## src/rtl/inst_fetch.sv

```systemverilog
// inst_fetch: single-stage instruction fetch unit.
//
// Drives a word address to a combinational instruction ROM and captures the
// returned word into a one-entry output register with a valid/ready handshake
// towards decode. Supports branch/jump redirects, which flush the output
// register and have top priority. It can also stop fetching when the ROM
// returns an all-zero word, which marks an unprogrammed slot.
//
// Parameters:
//   RESET_PC        word address fetched first after reset
//   HALT_ON_ZERO    1: a fetched 32'd0 moves fetch into HALTED
//
// Ports:
//   clk              clock, rising edge
//   rst_n            asynchronous active-low reset
//   address          [31:0] word address to ROM (the pc register)
//   inst             [31:0] ROM data for address, same cycle
//   out_inst         [31:0] instruction presented to decode
//   out_pc           [31:0] word address of out_inst
//   out_valid        out_inst/out_pc hold a valid instruction
//   out_ready        decode accepts the output this cycle
//   redirect_en      branch/jump request
//   redirect_target  [31:0] redirect word address
//   halted           fetch is in HALTED
//   issue_count      [15:0] instructions loaded into the output register
module inst_fetch #(
  parameter logic [31:0] RESET_PC     = 32'd0,
  parameter bit          HALT_ON_ZERO = 1'b1
) (
  input  logic        clk,
  input  logic        rst_n,
  output logic [31:0] address,
  input  logic [31:0] inst,
  output logic [31:0] out_inst,
  output logic [31:0] out_pc,
  output logic        out_valid,
  input  logic        out_ready,
  input  logic        redirect_en,
  input  logic [31:0] redirect_target,
  output logic        halted,
  output logic [15:0] issue_count
);

  typedef enum logic [1:0] {
    IDLE,
    RUN,
    HALTED
  } state_e;

  state_e      state_q, state_d;
  logic [31:0] pc_q, pc_d;
  logic [31:0] out_inst_q, out_inst_d;
  logic [31:0] out_pc_q, out_pc_d;
  logic        out_valid_q, out_valid_d;
  logic [15:0] count_q, count_d;
  logic        halted_q;

  always_comb begin
    state_d     = state_q;
    pc_d        = pc_q;
    out_inst_d  = out_inst_q;
    out_pc_d    = out_pc_q;
    out_valid_d = out_valid_q;
    count_d     = count_q;

    if (redirect_en) begin
      // Flush regardless of out_ready; the new target is fetched next cycle.
      pc_d        = redirect_target;
      out_valid_d = 1'b0;
      state_d     = RUN;
    end else begin
      unique case (state_q)
        IDLE: begin
          state_d = RUN;
          if (out_ready) out_valid_d = 1'b0;
        end
        RUN: begin
          // Output slot is free when empty or being consumed this cycle.
          if (!out_valid_q || out_ready) begin
            if (HALT_ON_ZERO && (inst == '0)) begin
              // No load: the slot is either empty or drains now.
              state_d     = HALTED;
              out_valid_d = 1'b0;
            end else begin
              out_inst_d  = inst;
              out_pc_d    = pc_q;
              out_valid_d = 1'b1;
              pc_d        = pc_q + 32'd1;
              count_d     = count_q + 16'd1;
            end
          end
        end
        HALTED: begin
          if (out_ready) out_valid_d = 1'b0;
        end
        default: state_d = IDLE;
      endcase
    end
  end

  always_ff @(posedge clk or negedge rst_n) begin
    if (!rst_n) begin
      state_q     <= IDLE;
      pc_q        <= RESET_PC;
      out_inst_q  <= '0;
      out_pc_q    <= '0;
      out_valid_q <= 1'b0;
      count_q     <= '0;
      halted_q    <= 1'b0;
    end else begin
      state_q     <= state_d;
      pc_q        <= pc_d;
      out_inst_q  <= out_inst_d;
      out_pc_q    <= out_pc_d;
      out_valid_q <= out_valid_d;
      count_q     <= count_d;
      halted_q    <= (state_d == HALTED);
    end
  end

  assign address     = pc_q;
  assign out_inst    = out_inst_q;
  assign out_pc      = out_pc_q;
  assign out_valid   = out_valid_q;
  assign issue_count = count_q;
  assign halted      = halted_q;

endmodule

```

## config.mk

```make
export PLATFORM = sky130hd
export DESIGN_NAME = inst_fetch
export DESIGN_NICKNAME = d
export VERILOG_FILES = /design/src/rtl/inst_fetch.sv
export SDC_FILE = /design/constraint.sdc
export NUM_CORES = 1
export LEC_CHECK = 0
export CAP_MARGIN = 20
export CORE_UTILIZATION = 50
export DETAILED_ROUTE_END_ITERATION = 7
export MAX_ROUTING_LAYER = met4
export PLACE_DENSITY = 0.84
export SLEW_MARGIN = 20
export SYNTH_ARGS = -nofsm -noshare
export SYNTH_HDL_FRONTEND = slang
export SYNTH_SLANG_ARGS = --single-unit
```

## constraint.sdc

```tcl
create_clock -name clk -period 5.8 [get_ports clk]
set_input_delay 0.58 -clock clk [delete_from_list [all_inputs] [get_ports clk]]
set_output_delay 0.58 -clock clk [all_outputs]
set_load 0.02 [all_outputs]
```

==> results of run 1 <==
## metrics by stage
stage	hold slack [ps]	setup WS (ps)	cells	utilization, %	power [uW]
after floorplan	284.4	3571	461	-	1364
after global placement	465.6	2489	761	68.38	1696
after detailed placement	462.4	2516	761	68.38	1719
after CTS	95.32	2938	790	73.25	2676
after global routing	116.3	2788	790	73.28	2768
final	101.3	2913	790	73.28	2652
## placed cells by master (no fill, tap or decap), types with 6 or more instances in the layout
cell | synthesis | routed
a31oi_1 | 7 | 7
o31a_1 | 6 | 6
o21ai_1 | 10 | 10
clkdlybuf4s50_1 | 0 | 179
a2111oi_4 | 9 | 9
mux2_2 | 68 | 68
and2_1 | 8 | 8
nor2_1 | 9 | 9
clkbuf_16 | 0 | 17
nand2_1 | 28 | 28
inv_1 | 14 | 14
nand4_1 | 16 | 16
o21ai_0 | 12 | 12
and3_1 | 11 | 11
nand2b_1 | 8 | 8
xnor2_1 | 29 | 29
and4_1 | 8 | 8
dfrtp_1 | 116 | 116
nor4_1 | 9 | 9
nand3_1 | 15 | 15
## sequential cells by signal (all words and copies together) (netlist names)
register     cells
issue_count     16
out_inst        32
halted           1
out_valid        1
state_q          2
out_pc          32
address         32
## metal layers
layer  vias up  GRT usage [%]  part of all wire (%)
met1      2148          32.37                    42
met5         -              -                     0
met2       155          41.50                    50
met3        30          5.787                   5.6
li1       2040              -                     -
met4         0          10.33                   2.3
## report_power, final
part	internal (uW)	total [uW]	switching [uW]
clock network	610	946	336
logic	349	676	327
registers	926	1030	104
## how the worst min path moves through the flow
stage,endpoint,slack [ps],cells after the start
after detailed placement,issue_count[15]$_DFFE_PN0P_,460,1
after global placement,issue_count[15]$_DFFE_PN0P_,470,1
final,issue_count[9]$_DFFE_PN0P_,100,1
after global routing,issue_count[9]$_DFFE_PN0P_,120,1
after floorplan,address[0]$_DFFE_PN0P_,280,0
after CTS,issue_count[9]$_DFFE_PN0P_,100,1
## synth_stat cells (all sizes together) (6+ instances only)
cell type | instances | area share (%)
buf | 18 | 3.2
and4 | 10 | 1.6
dfrtp | 116 | 51
o31a | 6 | 0.93
nand4 | 17 | 2.0
nand3 | 16 | 1.6
a2111oi | 13 | 5.2
and3 | 11 | 1.2
a31oi | 7 | 0.77
inv | 14 | 0.93
nand2b | 8 | 0.88
xnor2 | 29 | 4.5
clkbuf | 7 | 0.48
nand2 | 28 | 1.9
and2 | 8 | 0.88
nor2 | 9 | 0.60
o21ai | 22 | 1.9
nor4 | 9 | 0.99
mux2 | 68 | 13
## final cells by class
| cell class | instances | share of cell area, % |
|---|---|---|
| clock buffer | 23 | 5.964 |
| clock inverter | 6 | 0.6870 |
| inverter | 15 | 0.7026 |
| multi-input combinational | 304 | 31.21 |
| sequential | 116 | 36.22 |
| tap | 140 | 2.186 |
| timing repair buffer | 186 | 23.03 |
## critical path: cells and delay by family
kind | cells | cell delay (ps)
multiplexers | 1 | 370
buffers and inverters | 2 | 780
AO/OA/AOI/OAI | 1 | 160
AND/OR/NAND/NOR | 2 | 1220
## logic make-up (layout without fill, tap and decap cells)
logic type                 Yosys count  in the layout  share of synthesized area [%]
muxes                               69             69                          13.67
and+or+nand+nor                    132            132                          13.42
DFF                                116            116                          51.14
adders and majority gates            2              2                         0.4407
buffers and inverters               41            230                          4.805
xor gates and xnor gates            33             33                          5.091
AOI/OAI and AO/OA                   68             68                          11.44
==> metrics.txt, run 1 <==
register area just under 3000 sq um; post-CTS resize count 0; Final Hold Viols 0; vias in the first global route around 4,500; Final min period slightly below 3000 ps; post-synthesis instance total 461; R2R Setup Slk 3320 ps; DR vias/cell between 5 and 6; cells along the critical path clkdlybuf4s50_1 > nor4_1 > and4_2 > a2111oi_4 > buf_4 > mux2_2; kind of critical path in2reg; RR Startpoint address[2]$_DFFE_PN0P_; Startpoint Class input port; power per cell area approximately 330 nW/um^2; Worst Setup End Kind flip-flop; reg2reg path depth 5; CP Capture Point out_inst[26]$_DFFE_PN0P_; Crit-path slowest cell and4_2; synth unique cells 52; min-delay worst type in2async; H-tree depth 4; Global Route Usage Sum a little over a quarter; via count between 4,000 and 5,000; largest net degree at the start of global routing 87; first-pass GRT wire length 22.80 mm; Worst Path Max Fanout just under 60; PortBufs 181; Routed Antenna Nets 0; setup TNS 0 ps; RR Endpoint address[30]$_DFFE_PN0P_; Cell Area, Placed between 7000 and 8000 sq um; Syn. warnings 0; Slew Viols, Final 0; Slew headroom about two fifths; period utilization about half; syn_area_per_cell between 10 and 15 sq um; Post-CTS Hold Buffers 0; setup bufs post-CTS 0; Syn Nets approximately 530; gpl congestion around 0.80; row cnt 38; Ant. Diodes 0; initial antenna violation count 0; core area roughly 11,000 sq um; layout cell share with drive strength beyond 1 between 15 and 20%; Final Skew 11.01 ps; 1st-iter DRT viols approximately 230; WP data required between 6000 and 7000 ps; WP data arrival between 3000 and 4000 ps; num ports 182; status finished clean; Die Wd between 100 and 150 um; # fillers approximately 770; fin area 8014 sq um; predominant post-synthesis flop cell dfrtp_1; final wirelength around 14 mm; clk slew on worst S/H paths ~50 ps; Area Overhead vs Synth 41.17%; average wire per standard cell approximately 18 um; Layout Nets 710; DR pass1 iterations 5; initial core utilization 51.91%; dpl hpwl 10.01 mm; Sink Count 116; Die H around 110 um; Synth Cell Area ~5700 sq um; actual slew at the worst max-slew pin roughly 890 ps; global route overflow 0; die area about 12,000 sq um; Post-synth EDFFs 0; DRC violation count after routing 0; register area share after synthesis between 50 and 60%; later-pin clock latency in the skew report approximately 400 ps; max-cap violation count 0; clock tree from TritonCTS done; Root Driver clkbuf_16; #FFs+latches synth between 100 and 150; f_max 346.4 MHz; Longest Clk Path Bufs 2; TritonCTS Buffers 17; LEAKAGE between 0.003 and 0.004 uW; VDD IR-drop max approximately 0.16 mV; CP peak stage delay roughly 800 ps; Final Setup Violations 0; multi-input logic area 2501 sq um; crit path launch inst[1]; share of synthesized registers carrying an async set or reset between 90% and 100%; RSZ-0062 raised after global routing false
Power figures use the tool's default switching activity.
==> inputs of run 2 (changes only) <==
CORE_UTILIZATION = 42   (was 50)
PLACE_DENSITY = 0.75   (was 0.84)
clock period = 2.4 ns   (was 5.8 ns; I/O delays follow)
==> metrics.txt, run 2 (synthesis gave the netlist of run 1 again) <==
power per cell area 813.2 nW/um^2 (+150%); Final min period 2142 ps; later-pin clock latency in the skew report 410 ps (about the same); TritonCTS Buffers 17 (unchanged); num ports 182 (unchanged); Slew Viols, Final 0 (unchanged); VDD IR-drop max 0.4500 mV (+180%); Slew headroom 63.04% (+22 points); Finished Core Util 63.60% (-9.7 points); CP peak stage delay 460 ps (-340 ps); Worst Setup End Kind flip-flop; f_max approximately 470 MHz; DR vias/cell 5.227 (-5.6%); Layout Nets 734 (+3.4%); Cell Area, Placed 7745 sq um (+3.6%); WP data arrival 2440 ps (-720 ps); dpl hpwl 10.35 mm (+3.4%); global route overflow 0 (unchanged); layout cell share with drive strength beyond 1 21.57% (+3.3 points); pre-CTS setup slack -132.8 ps (-2649 ps); hold slack 320.6 ps (+219.3 ps); largest net degree at the start of global routing 52 (-40%); Net Sw Power 1901 uW (+150%); combinational power share 24.8% (-0.7 points); R2R Setup Slk 260 ps (-3060 ps); status finished clean; average wire per standard cell 16.76 um (-6.0%); setup bufs post-CTS 0 (unchanged); Area Overhead vs Synth 47.78%; row cnt 42 (+11%); Global Route Usage Sum 22.48% (-3.6 points); die area 13,990 sq um (+19%); initial core utilization 43.04% (-8.9 points); setup TNS 0 ps (unchanged); crit path buf inv count 1 (-1); Sink Count 116 (unchanged); Die H 118.3 um (+8.9%); setup ws final 257.8 ps (-2656 ps); Sw Ratio 27.86% (-1.0 points); cells along the critical path nand4_2 > or3_4 > a211oi_1 > buf_4 > a21oi_1 > o31a_1; Startpoint Class flip-flop; LEAKAGE 0.003344 uW (+5.6%); DRC violation count after routing 0 (unchanged); initial antenna violation count 0 (unchanged); Seq pwr share 36.2% (-2.6 points); Die Wd 118.3 um (+8.9%); min-delay worst type in2async; Crit-path slowest cell or3_4; RR Endpoint address[25]$_DFFE_PN0P_; first-pass GRT wire length 23.58 mm (+3.4%); Longest Clk Path Bufs 2 (unchanged); final wirelength 14.29 mm (+1.5%); Final Skew 7.255 ps (-3.750 ps); crit path launch address[5]$_DFFE_PN0P_; Final Hold Viols 0 (unchanged); core area 13,190 sq um (+21%); period utilization around nine tenths; 1st-iter DRT viols 289 (+24%); fin area 8389 sq um (+4.7%); Worst Path Max Fanout 5 (-91%); Final Setup Violations 0 (unchanged); max-cap violation count 0 (unchanged); clk slew on worst S/H paths 60 ps (about the same); clock tree from TritonCTS done; vias in the first global route 4,529 (+1.6%); cell family with the largest share of critical-path delay compound AO/OA/AOI/OAI gates; via count 4,459 (+2.0%); clock network power share 39.1% (+3.4 points); RSZ-0062 raised after global routing false; Root Driver clkbuf_16; commonest cells after routing, fill and taps aside clkdlybuf4s50_1 (179), dfrtp_1 (116), mux2_2 (68); DR pass1 iterations 4 (-1); WP data required 2690 ps (-3390 ps); gpl congestion 0.8070 (+0.29%); RR Startpoint address[5]$_DFFE_PN0P_; H-tree depth 4 (unchanged); kind of critical path reg2reg; Int Pwr 4921 uW (+160%); most common cell after layout, fill and taps aside clkdlybuf4s50_1; Routed Antenna Nets 0 (unchanged); PortBufs 181 (unchanged); Ant. Diodes 0 (unchanged); reg2reg path depth 6 (+1); actual slew at the worst max-slew pin 540.5 ps (-350.3 ps)
-- run 2: changes by cell type in the layout (fill, tap and decap cells not counted) --
cell           before  now
buf_4               5   25
buf_12              0    4
bufinv_16           1    4
a211oi_2            1    0
a211oi_4            0    1
buf_6               1    0
clkbuf_1            3    2
clkinvlp_4          0    1
dlygate4sd3_1       0    1
-- run 2: per-stage QoR --
stage	instances	total power [uW]
after floorplan	461	3296
after global placement	820	4144
after detailed placement	820	4184
after CTS	853	6891
after global routing	853	7107
final	853	6822
-- run 2: how the worst max path moves through the flow --
stage	to	slack, ps	depth (start not counted)
4_1_cts	address[30]$_DFFE_PN0P_	50	5
3_5_place_dp	address[30]$_DFFE_PN0P_	-130	7
6_report	address[25]$_DFFE_PN0P_	260	6
5_1_grt	address[30]$_DFFE_PN0P_	120	5
2_1_floorplan	out_inst[0]$_DFFE_PN0P_	300	5
3_3_place_gp	address[20]$_DFFE_PN0P_	-120	7
-- run 2: final cells by class --
| cell class | count | area, sq um |
|---|---|---|
| fill | 1025 | 4801 |
| tap | 176 | 220.2 |
| multi-input combinational | 304 | 2509 |
| clock buffer | 22 | 474.2 |
| clock inverter | 10 | 152.6 |
| sequential | 116 | 2903 |
| timing repair buffer | 210 | 2074 |
| inverter | 15 | 56.30 |
-- run 2: power groups by stage --
stage / Clock (uW) / Combinational [uW] / Sequential (uW)
final: 2670 / 1690 / 2470
after global routing: 2810 / 1790 / 2510
after detailed placement: 0 / 1690 / 2490
after floorplan: 0 / 491 / 2800
after global placement: 0 / 1670 / 2480
after CTS: 2720 / 1700 / 2470
-- run 2: per-layer routing --
| metal | global-route usage (%) | share of wire [%] | vias up |
|---|---|---|---|
| met3 | 6.612 | 6.6 | 22 |
| met1 | 27.02 | 43 | 2183 |
| met5 | - | 0 | - |
| met2 | 35.66 | 49 | 152 |
| met4 | 8.574 | 1.8 | 0 |
| li1 | - | - | 2102 |
-- run 2: timing repair --
action / in CTS / in global routing
hold buffers: 1 / 0
setup endpoints to repair: 0 / 4
endpoints found under the hold margin: 32 / 0
gates resized for setup: 0 / 1
